==> config.mk <==
export PLATFORM = sky130hd
export DESIGN_NAME = demux_buf
export DESIGN_NICKNAME = d
export VERILOG_FILES = /design/src/rtl/demux_buf_pkg.sv /design/src/rtl/demux_buf_fifo.sv /design/src/rtl/demux_buf.sv
export SDC_FILE = /design/constraint.sdc
export NUM_CORES = 1
export LEC_CHECK = 0
export CAP_MARGIN = 40
export CORE_ASPECT_RATIO = 0.5
export CORE_MARGIN = 2
export CORE_UTILIZATION = 55
export CTS_CLUSTER_SIZE = 20
export DETAILED_ROUTE_END_ITERATION = 7
export PLACE_DENSITY = 0.84
export SYNTH_ARGS = -nofsm -noshare
export SYNTH_HDL_FRONTEND = slang
export SYNTH_SLANG_ARGS = --single-unit
==> constraint.sdc <==
create_clock -name clk -period 2.2 [get_ports clk]
set_input_delay 0.22 -clock clk [delete_from_list [all_inputs] [get_ports clk]]
set_output_delay 0.22 -clock clk [all_outputs]
set_load 0.01 [all_outputs]
==> src/rtl/demux_buf_pkg.sv <==
// ============================================================================
// Module      : demux_buf_pkg
// Description : Shared routing type and width helpers for the buffered demux.
// Revision    : 1.0 - initial release
// ============================================================================
`default_nettype none

package demux_buf_pkg;

    // How an accepted input word is disposed of
    typedef enum logic [1:0] {
        ROUTE_UNICAST = 2'd0,
        ROUTE_DROP    = 2'd1,
        ROUTE_BCAST   = 2'd2
    } route_e;

    // Occupancy counter width: must represent 0..depth inclusive
    function automatic int cnt_w(input int depth);
        return $clog2(depth) + 1;
    endfunction

    function automatic int sel_w(input int num);
        return (num < 2) ? 1 : $clog2(num);
    endfunction

endpackage

`default_nettype wire

==> src/rtl/demux_buf_fifo.sv <==
// ============================================================================
// Module      : demux_buf_fifo
// Description : Per-channel synchronous FIFO with a registered, zeroed-when-
//               empty head word.
// Revision    : 1.0 - initial release
// ============================================================================
`default_nettype none

module demux_buf_fifo
    import demux_buf_pkg::*;
#(
    parameter int DATA_BW = 8,
    parameter int DEPTH   = 4
) (
    input  logic                      clk,
    input  logic                      rst,
    input  logic                      i_push,
    input  logic                      i_pop,
    input  logic [DATA_BW-1:0]        i_wdata,
    output logic                      o_full,
    output logic                      o_empty,
    output logic [cnt_w(DEPTH)-1:0]   o_count,
    output logic [DATA_BW-1:0]        o_head
);

    localparam int PTR_W = $clog2(DEPTH);
    localparam int CNT_W = cnt_w(DEPTH);

    logic [DATA_BW-1:0] r_mem_q [DEPTH];
    logic [DATA_BW-1:0] w_mem_d [DEPTH];
    logic [PTR_W-1:0]   r_wr_ptr_q, w_wr_ptr_d;
    logic [PTR_W-1:0]   r_rd_ptr_q, w_rd_ptr_d;
    logic [PTR_W-1:0]   w_rd_next;
    logic [CNT_W-1:0]   r_count_q, w_count_d;
    logic [DATA_BW-1:0] r_head_q, w_head_d;
    logic               w_push, w_pop;

    assign o_full  = (r_count_q == CNT_W'(DEPTH));
    assign o_empty = (r_count_q == '0);
    assign o_count = r_count_q;
    assign o_head  = r_head_q;

    assign w_push    = i_push & ~o_full;
    assign w_pop     = i_pop & ~o_empty;
    assign w_rd_next = r_rd_ptr_q + PTR_W'(1);

    always_comb begin
        w_mem_d    = r_mem_q;
        w_wr_ptr_d = r_wr_ptr_q;
        w_rd_ptr_d = r_rd_ptr_q;
        w_count_d  = r_count_q;
        w_head_d   = r_head_q;

        if (w_push) begin
            w_mem_d[r_wr_ptr_q] = i_wdata;
            w_wr_ptr_d          = r_wr_ptr_q + PTR_W'(1);
        end
        if (w_pop) begin
            w_rd_ptr_d = w_rd_next;
        end

        case ({w_push, w_pop})
            2'b10:   w_count_d = r_count_q + CNT_W'(1);
            2'b01:   w_count_d = r_count_q - CNT_W'(1);
            default: w_count_d = r_count_q;
        endcase

        // Head tracks the word at the read pointer so out_data is a flop output
        if (w_pop) begin
            if (r_count_q > CNT_W'(1)) begin
                w_head_d = r_mem_q[w_rd_next];
            end else if (w_push) begin
                w_head_d = i_wdata;
            end else begin
                w_head_d = '0;
            end
        end else if (o_empty && w_push) begin
            w_head_d = i_wdata;
        end
    end

    always_ff @(posedge clk) begin
        if (rst) begin
            for (int k = 0; k < DEPTH; k++) begin
                r_mem_q[k] <= '0;
            end
            r_wr_ptr_q <= '0;
            r_rd_ptr_q <= '0;
            r_count_q  <= '0;
            r_head_q   <= '0;
        end else begin
            r_mem_q    <= w_mem_d;
            r_wr_ptr_q <= w_wr_ptr_d;
            r_rd_ptr_q <= w_rd_ptr_d;
            r_count_q  <= w_count_d;
            r_head_q   <= w_head_d;
        end
    end

endmodule

`default_nettype wire

==> src/rtl/demux_buf.sv <==
// ============================================================================
// Module      : demux_buf
// Description : Handshaked 1-to-NUM_DATA demultiplexer with a DEPTH-entry FIFO
//               per output channel. Define DEMUX_BCAST_EN to add in_bcast.
// Revision    : 1.0 - initial release
// ============================================================================
`default_nettype none

module demux_buf
    import demux_buf_pkg::*;
#(
    parameter int NUM_DATA = 4,
    parameter int DATA_BW  = 8,
    parameter int DEPTH    = 4
) (
    input  logic                               clk,
    input  logic                               rst,
    input  logic                               in_valid,
    output logic                               in_ready,
    input  logic [DATA_BW-1:0]                 in_data,
`ifdef DEMUX_BCAST_EN
    input  logic                               in_bcast,
`endif
    input  logic [sel_w(NUM_DATA)-1:0]         sel,
    output logic [NUM_DATA-1:0]                out_valid,
    input  logic [NUM_DATA-1:0]                out_ready,
    output logic [DATA_BW*NUM_DATA-1:0]        out_data,
    output logic [cnt_w(DEPTH)*NUM_DATA-1:0]   out_count,
    output logic                               sel_err
);

    localparam int SEL_W = sel_w(NUM_DATA);
    localparam int CNT_W = cnt_w(DEPTH);

    logic [NUM_DATA-1:0] w_full;
    logic [NUM_DATA-1:0] w_empty;
    logic [NUM_DATA-1:0] w_push;
    logic [NUM_DATA-1:0] w_pop;
    logic                w_bcast;
    logic                w_sel_in_range;
    logic                w_sel_full;
    logic                w_accept;
    route_e              w_route;
    logic                r_sel_err_q, w_sel_err_d;

`ifdef DEMUX_BCAST_EN
    assign w_bcast = in_bcast;
`else
    assign w_bcast = 1'b0;
`endif

    assign w_sel_in_range = ({1'b0, sel} < (SEL_W + 1)'(NUM_DATA));

    always_comb begin
        w_sel_full = 1'b0;
        for (int i = 0; i < NUM_DATA; i++) begin
            if (sel == SEL_W'(i)) begin
                w_sel_full = w_full[i];
            end
        end

        if (w_bcast) begin
            w_route = ROUTE_BCAST;
        end else if (w_sel_in_range) begin
            w_route = ROUTE_UNICAST;
        end else begin
            w_route = ROUTE_DROP;
        end

        // Depends only on buffer state, never on out_ready
        case (w_route)
            ROUTE_BCAST:   in_ready = ~|w_full;
            ROUTE_UNICAST: in_ready = ~w_sel_full;
            ROUTE_DROP:    in_ready = 1'b1;
            default:       in_ready = 1'b0;
        endcase

        w_accept    = in_valid & in_ready;
        w_sel_err_d = w_accept & (w_route == ROUTE_DROP);

        for (int i = 0; i < NUM_DATA; i++) begin
            w_push[i] = w_accept & ((w_route == ROUTE_BCAST) ||
                        ((w_route == ROUTE_UNICAST) && (sel == SEL_W'(i))));
        end
    end

    always_ff @(posedge clk) begin
        if (rst) begin
            r_sel_err_q <= 1'b0;
        end else begin
            r_sel_err_q <= w_sel_err_d;
        end
    end

    assign sel_err = r_sel_err_q;

    generate
        for (genvar g = 0; g < NUM_DATA; g++) begin : g_chan
            assign out_valid[g] = ~w_empty[g];
            assign w_pop[g]     = out_valid[g] & out_ready[g];

            demux_buf_fifo #(
                .DATA_BW (DATA_BW),
                .DEPTH   (DEPTH)
            ) u_fifo (
                .clk     (clk),
                .rst     (rst),
                .i_push  (w_push[g]),
                .i_pop   (w_pop[g]),
                .i_wdata (in_data),
                .o_full  (w_full[g]),
                .o_empty (w_empty[g]),
                .o_count (out_count[g*CNT_W +: CNT_W]),
                .o_head  (out_data[g*DATA_BW +: DATA_BW])
            );
        end
    endgenerate

endmodule

`default_nettype wire

==> results.py <==
metrics = {
    "setup_path": {
        "cell_type_group_with_the_largest_total_delay_on_the_critical_path": "buffers and inverters",
        "crit_chain": "inv_1, ha_4, nand2b_1, buf_4, clkdlybuf4s50_1",
        "end_kind": "output port",
        "timing.critical_path.required_ns": 1.98,
        "cp_slowest_stage_delay_ns": 0.55,
        "worst_ep_arrival_time_ns": 1.89,
        "timing.critical_path.fanout_max": 4,
        "timing.setup.critical_path_class": "reg2out",
        "cp.buffers_inverters": 3,
        "critPathSlowestCell": "clkdlybuf4s50_1",
        "critPathLaunchType": "flop",
    },
    "place": {
        "half_perimeter_wire_length_after_detailed_placement_um": 14200,
        "numPortBuffers": 65,
        "gpl.final_weighted_congestion": 0.868,
        "place_ws_ns": 0.0161,
    },
    "floorplanning": {
        "ioPinCount": 67,
        "height_of_the_die_um": 92.8,
        "floorplan.rows": 32,
        "die_width_um": 182,
        "die_area_mm2": 0.0168,
        "initial_core_utilization_pct": 56.3,
        "area_of_the_core_region_mm2": 0.0154,
    },
    "power": {
        "clockPowerShare_pct": 29.3,
        "fraction_of_power_spent_switching_nets_pct": 33.0,
        "power.share.combinational_pct": 35.0,
        "intPower_mw": 7.70,
        "ir_drop_mv": 0.682,
        "leakagePower_nw": 4.74,
        "part_of_the_total_power_dissipated_in_sequential_elements_pct": 35.7,
        "total_switching_power_mw": 3.79,
        "power.density_mw_per_mm2": 1100,
    },
    "cts": {
        "path_clk_slew_ns": 0.08,
        "cts_setup_buffers": 0,
        "htree_num_levels": 4,
        "cts.sink_count": 188,
        "cts_buffers": 17,
        "cts_tree": "yes",
        "ctsLongestPathBuffers": 2,
        "root_buffer_master": "clkbuf_16",
        "clkLatencyLatePin_ns": 0.43,
        "postCtsHoldBufs": 0,
    },
    "timing": {
        "hold_slack_ns": 0.250,
        "grt_setup_unrepaired": "false",
        "setup_tns_ns": 0,
        "maxClockFrequency_mhz": 474,
        "final_hold_viol_count": 0,
        "finalCriticalPeriod_ns": 2.11,
        "relSlewSlack_pct": 47.2,
        "worst_pin_slew_ns": 0.789,
        "setup-violations-final": 0,
        "maxSlewViolCount": 0,
        "setup_slack_ns": 0.0886,
        "final.setup_skew_ns": 0.0122,
        "finalCritPeriodShare_pct": 96.0,
    },
    "drt": {
        "detailroute.via_count": 6802,
        "route.detailed.wl_per_inst_um": 19.7,
        "detailedRoute.firstPassIterationCount": 5,
        "drt_first_iter_violations": 569,
        "avgViaCountPerCell": 6.00,
        "drcViolationCount": 0,
        "final_antenna_net_count": 0,
        "final_routed_wirelength_um": 22300,
    },
    "synthesis": {
        "total_of_warnings_raised_by_yosys": 0,
        "ys_top_cells_by_area": "dfxtp_1, mux2i_1, mux4_2",
        "synth_edf_count": 0,
        "synth_seq_area_share_pct": 43.4,
        "ys_dominant_reg_cell": "dfxtp_1",
        "syn_nets": 888,
        "netlist.area_leader.share_pct": 43.4,
        "asyncSetResetFlopFracSynth_pct": 0,
        "postSynthAreaPerCell_um2": 10.4,
        "yosysTopAreaCell": "dfxtp_1",
        "synth_cell_types": 44,
        "synth_seq_cells": 188,
        "post_synth_instance_area_mm2": 0.00867,
        "postSynthCellCount": 836,
    },
    "min_path": {
        "timing.hold.worst.class": "in2reg",
    },
    "cells_and_area": {
        "diodes": 0,
        "finish.net_count": 968,
        "commonest_non_fill_non_tap_cells_in_the_layout": "dfxtp_1, nor2_1, mux2i_1",
        "layout_commonest_cell": "dfxtp_1",
        "area_growth_pct": 20.4,
        "drive_gt1_share_pct": 17.5,
    },
    "job": {
        "maxCapViolations": 0,
    },
    "grt": {
        "initial_antenna_violation_count": 0,
        "grt_overflow_total": 0,
        "global_route.usage.total_pct": 27.2,
        "grt_start_max_net_pins": 49,
        "grt_pass1_wl_um": 35500,
        "first_global_vias": 6802,
    },
    "run_status": {
        "run_status": "finished clean",
    },
}
[power groups by stage]
stage	clock network [mW]	logic [mW]	registers [mW]
5_1_grt	3.50	4.35	4.14
4_1_cts	3.37	3.91	4.08
6_report	3.37	4.02	4.10
3_3_place_gp	0	3.68	4.13
2_1_floorplan	0	2.18	4.22
3_5_place_dp	0	3.81	4.15
[final timing paths]
path,startpoint,end,slack [ns],depth (start not counted)
worst min-delay path,rst,g_chan[3].u_fifo.o_count[0],0.25,2
worst max-delay path,g_chan[1].u_fifo.o_count[0],out_valid[1],0.09,5
worst min register to register,g_chan[1].u_fifo.r_mem_q[3],g_chan[1].u_fifo.r_mem_q[3],0.49,2
worst max register to register,g_chan[1].u_fifo.o_count[0],g_chan[1].u_fifo.o_count[2],0.28,9
[state kept, by name (all words and copies together), names as in the netlist]
signal / count
g_chan.u_fifo.o_count: 12
g_chan.u_fifo.o_head: 32
g_chan.u_fifo.r_mem_q: 128
g_chan.u_fifo.r_rd_ptr_q: 8
g_chan.u_fifo.r_wr_ptr_q: 8
[stage by stage]
step           instance area [µm²]  utilization, %  power, mW  cells
2_1_floorplan                 8670               -       6.40    836
3_3_place_gp                  9740            63.2       7.81   1101
3_5_place_dp                  9740            63.2       7.96   1101
4_1_cts                      10400            67.5       11.4   1133
5_1_grt                      10400            67.7       12.0   1133
6_report                     10400            67.7       11.5   1133
[cells by family (layout without fill, tap and decap cells)]
logic type	after synthesis	after routing	synth area share [%]
AND/OR/NAND/NOR	269	269	14.3
flip-flops	188	188	43.4
multiplexers	173	173	25.2
AO/OA/AOI/OAI	75	75	6.36
buffers and inverters	75	168	3.65
adder cells (fa/ha/maj)	35	35	5.05
XOR/XNOR	20	20	2.02
other	1	1	0.0432
[cells in the mapped netlist, types with 8 or more instances]
cell type	n
inv_1	20
buf_2	15
nor2_1	181
xor2_1	12
nand3_2	16
ha_1	35
mux4_2	32
clkbuf_1	32
a211oi_1	20
o21ai_0	21
dfxtp_1	188
a21oi_1	8
a221oi_1	16
nand2_1	12
nand3_1	25
nor3_1	16
mux2i_1	132
xnor2_1	8
[cell type report]
cell class	count	area, µm²
timing repair buffer	116	1060
multi-input combinational	573	4640
sequential	188	3770
tap	204	255
inverter	20	80.1
fill	1024	4980
clock inverter	14	206
clock buffer	18	429
[layer usage]
metal | share of wire (%) | GRT usage (%) | routed length [µm]
met5 | 0 | 0 | 0
met4 | 2.8 | 11.1 | 624
met3 | 7.8 | 6.10 | 1740
met2 | 48 | 45.9 | 10800
met1 | 41 | 34.1 | 9180
[timing repair]
action,in CTS,in global routing
endpoints found under the setup margin,4,4
gates resized for setup,12,11
pin swaps,0,0
Power figures use the tool's default switching activity.
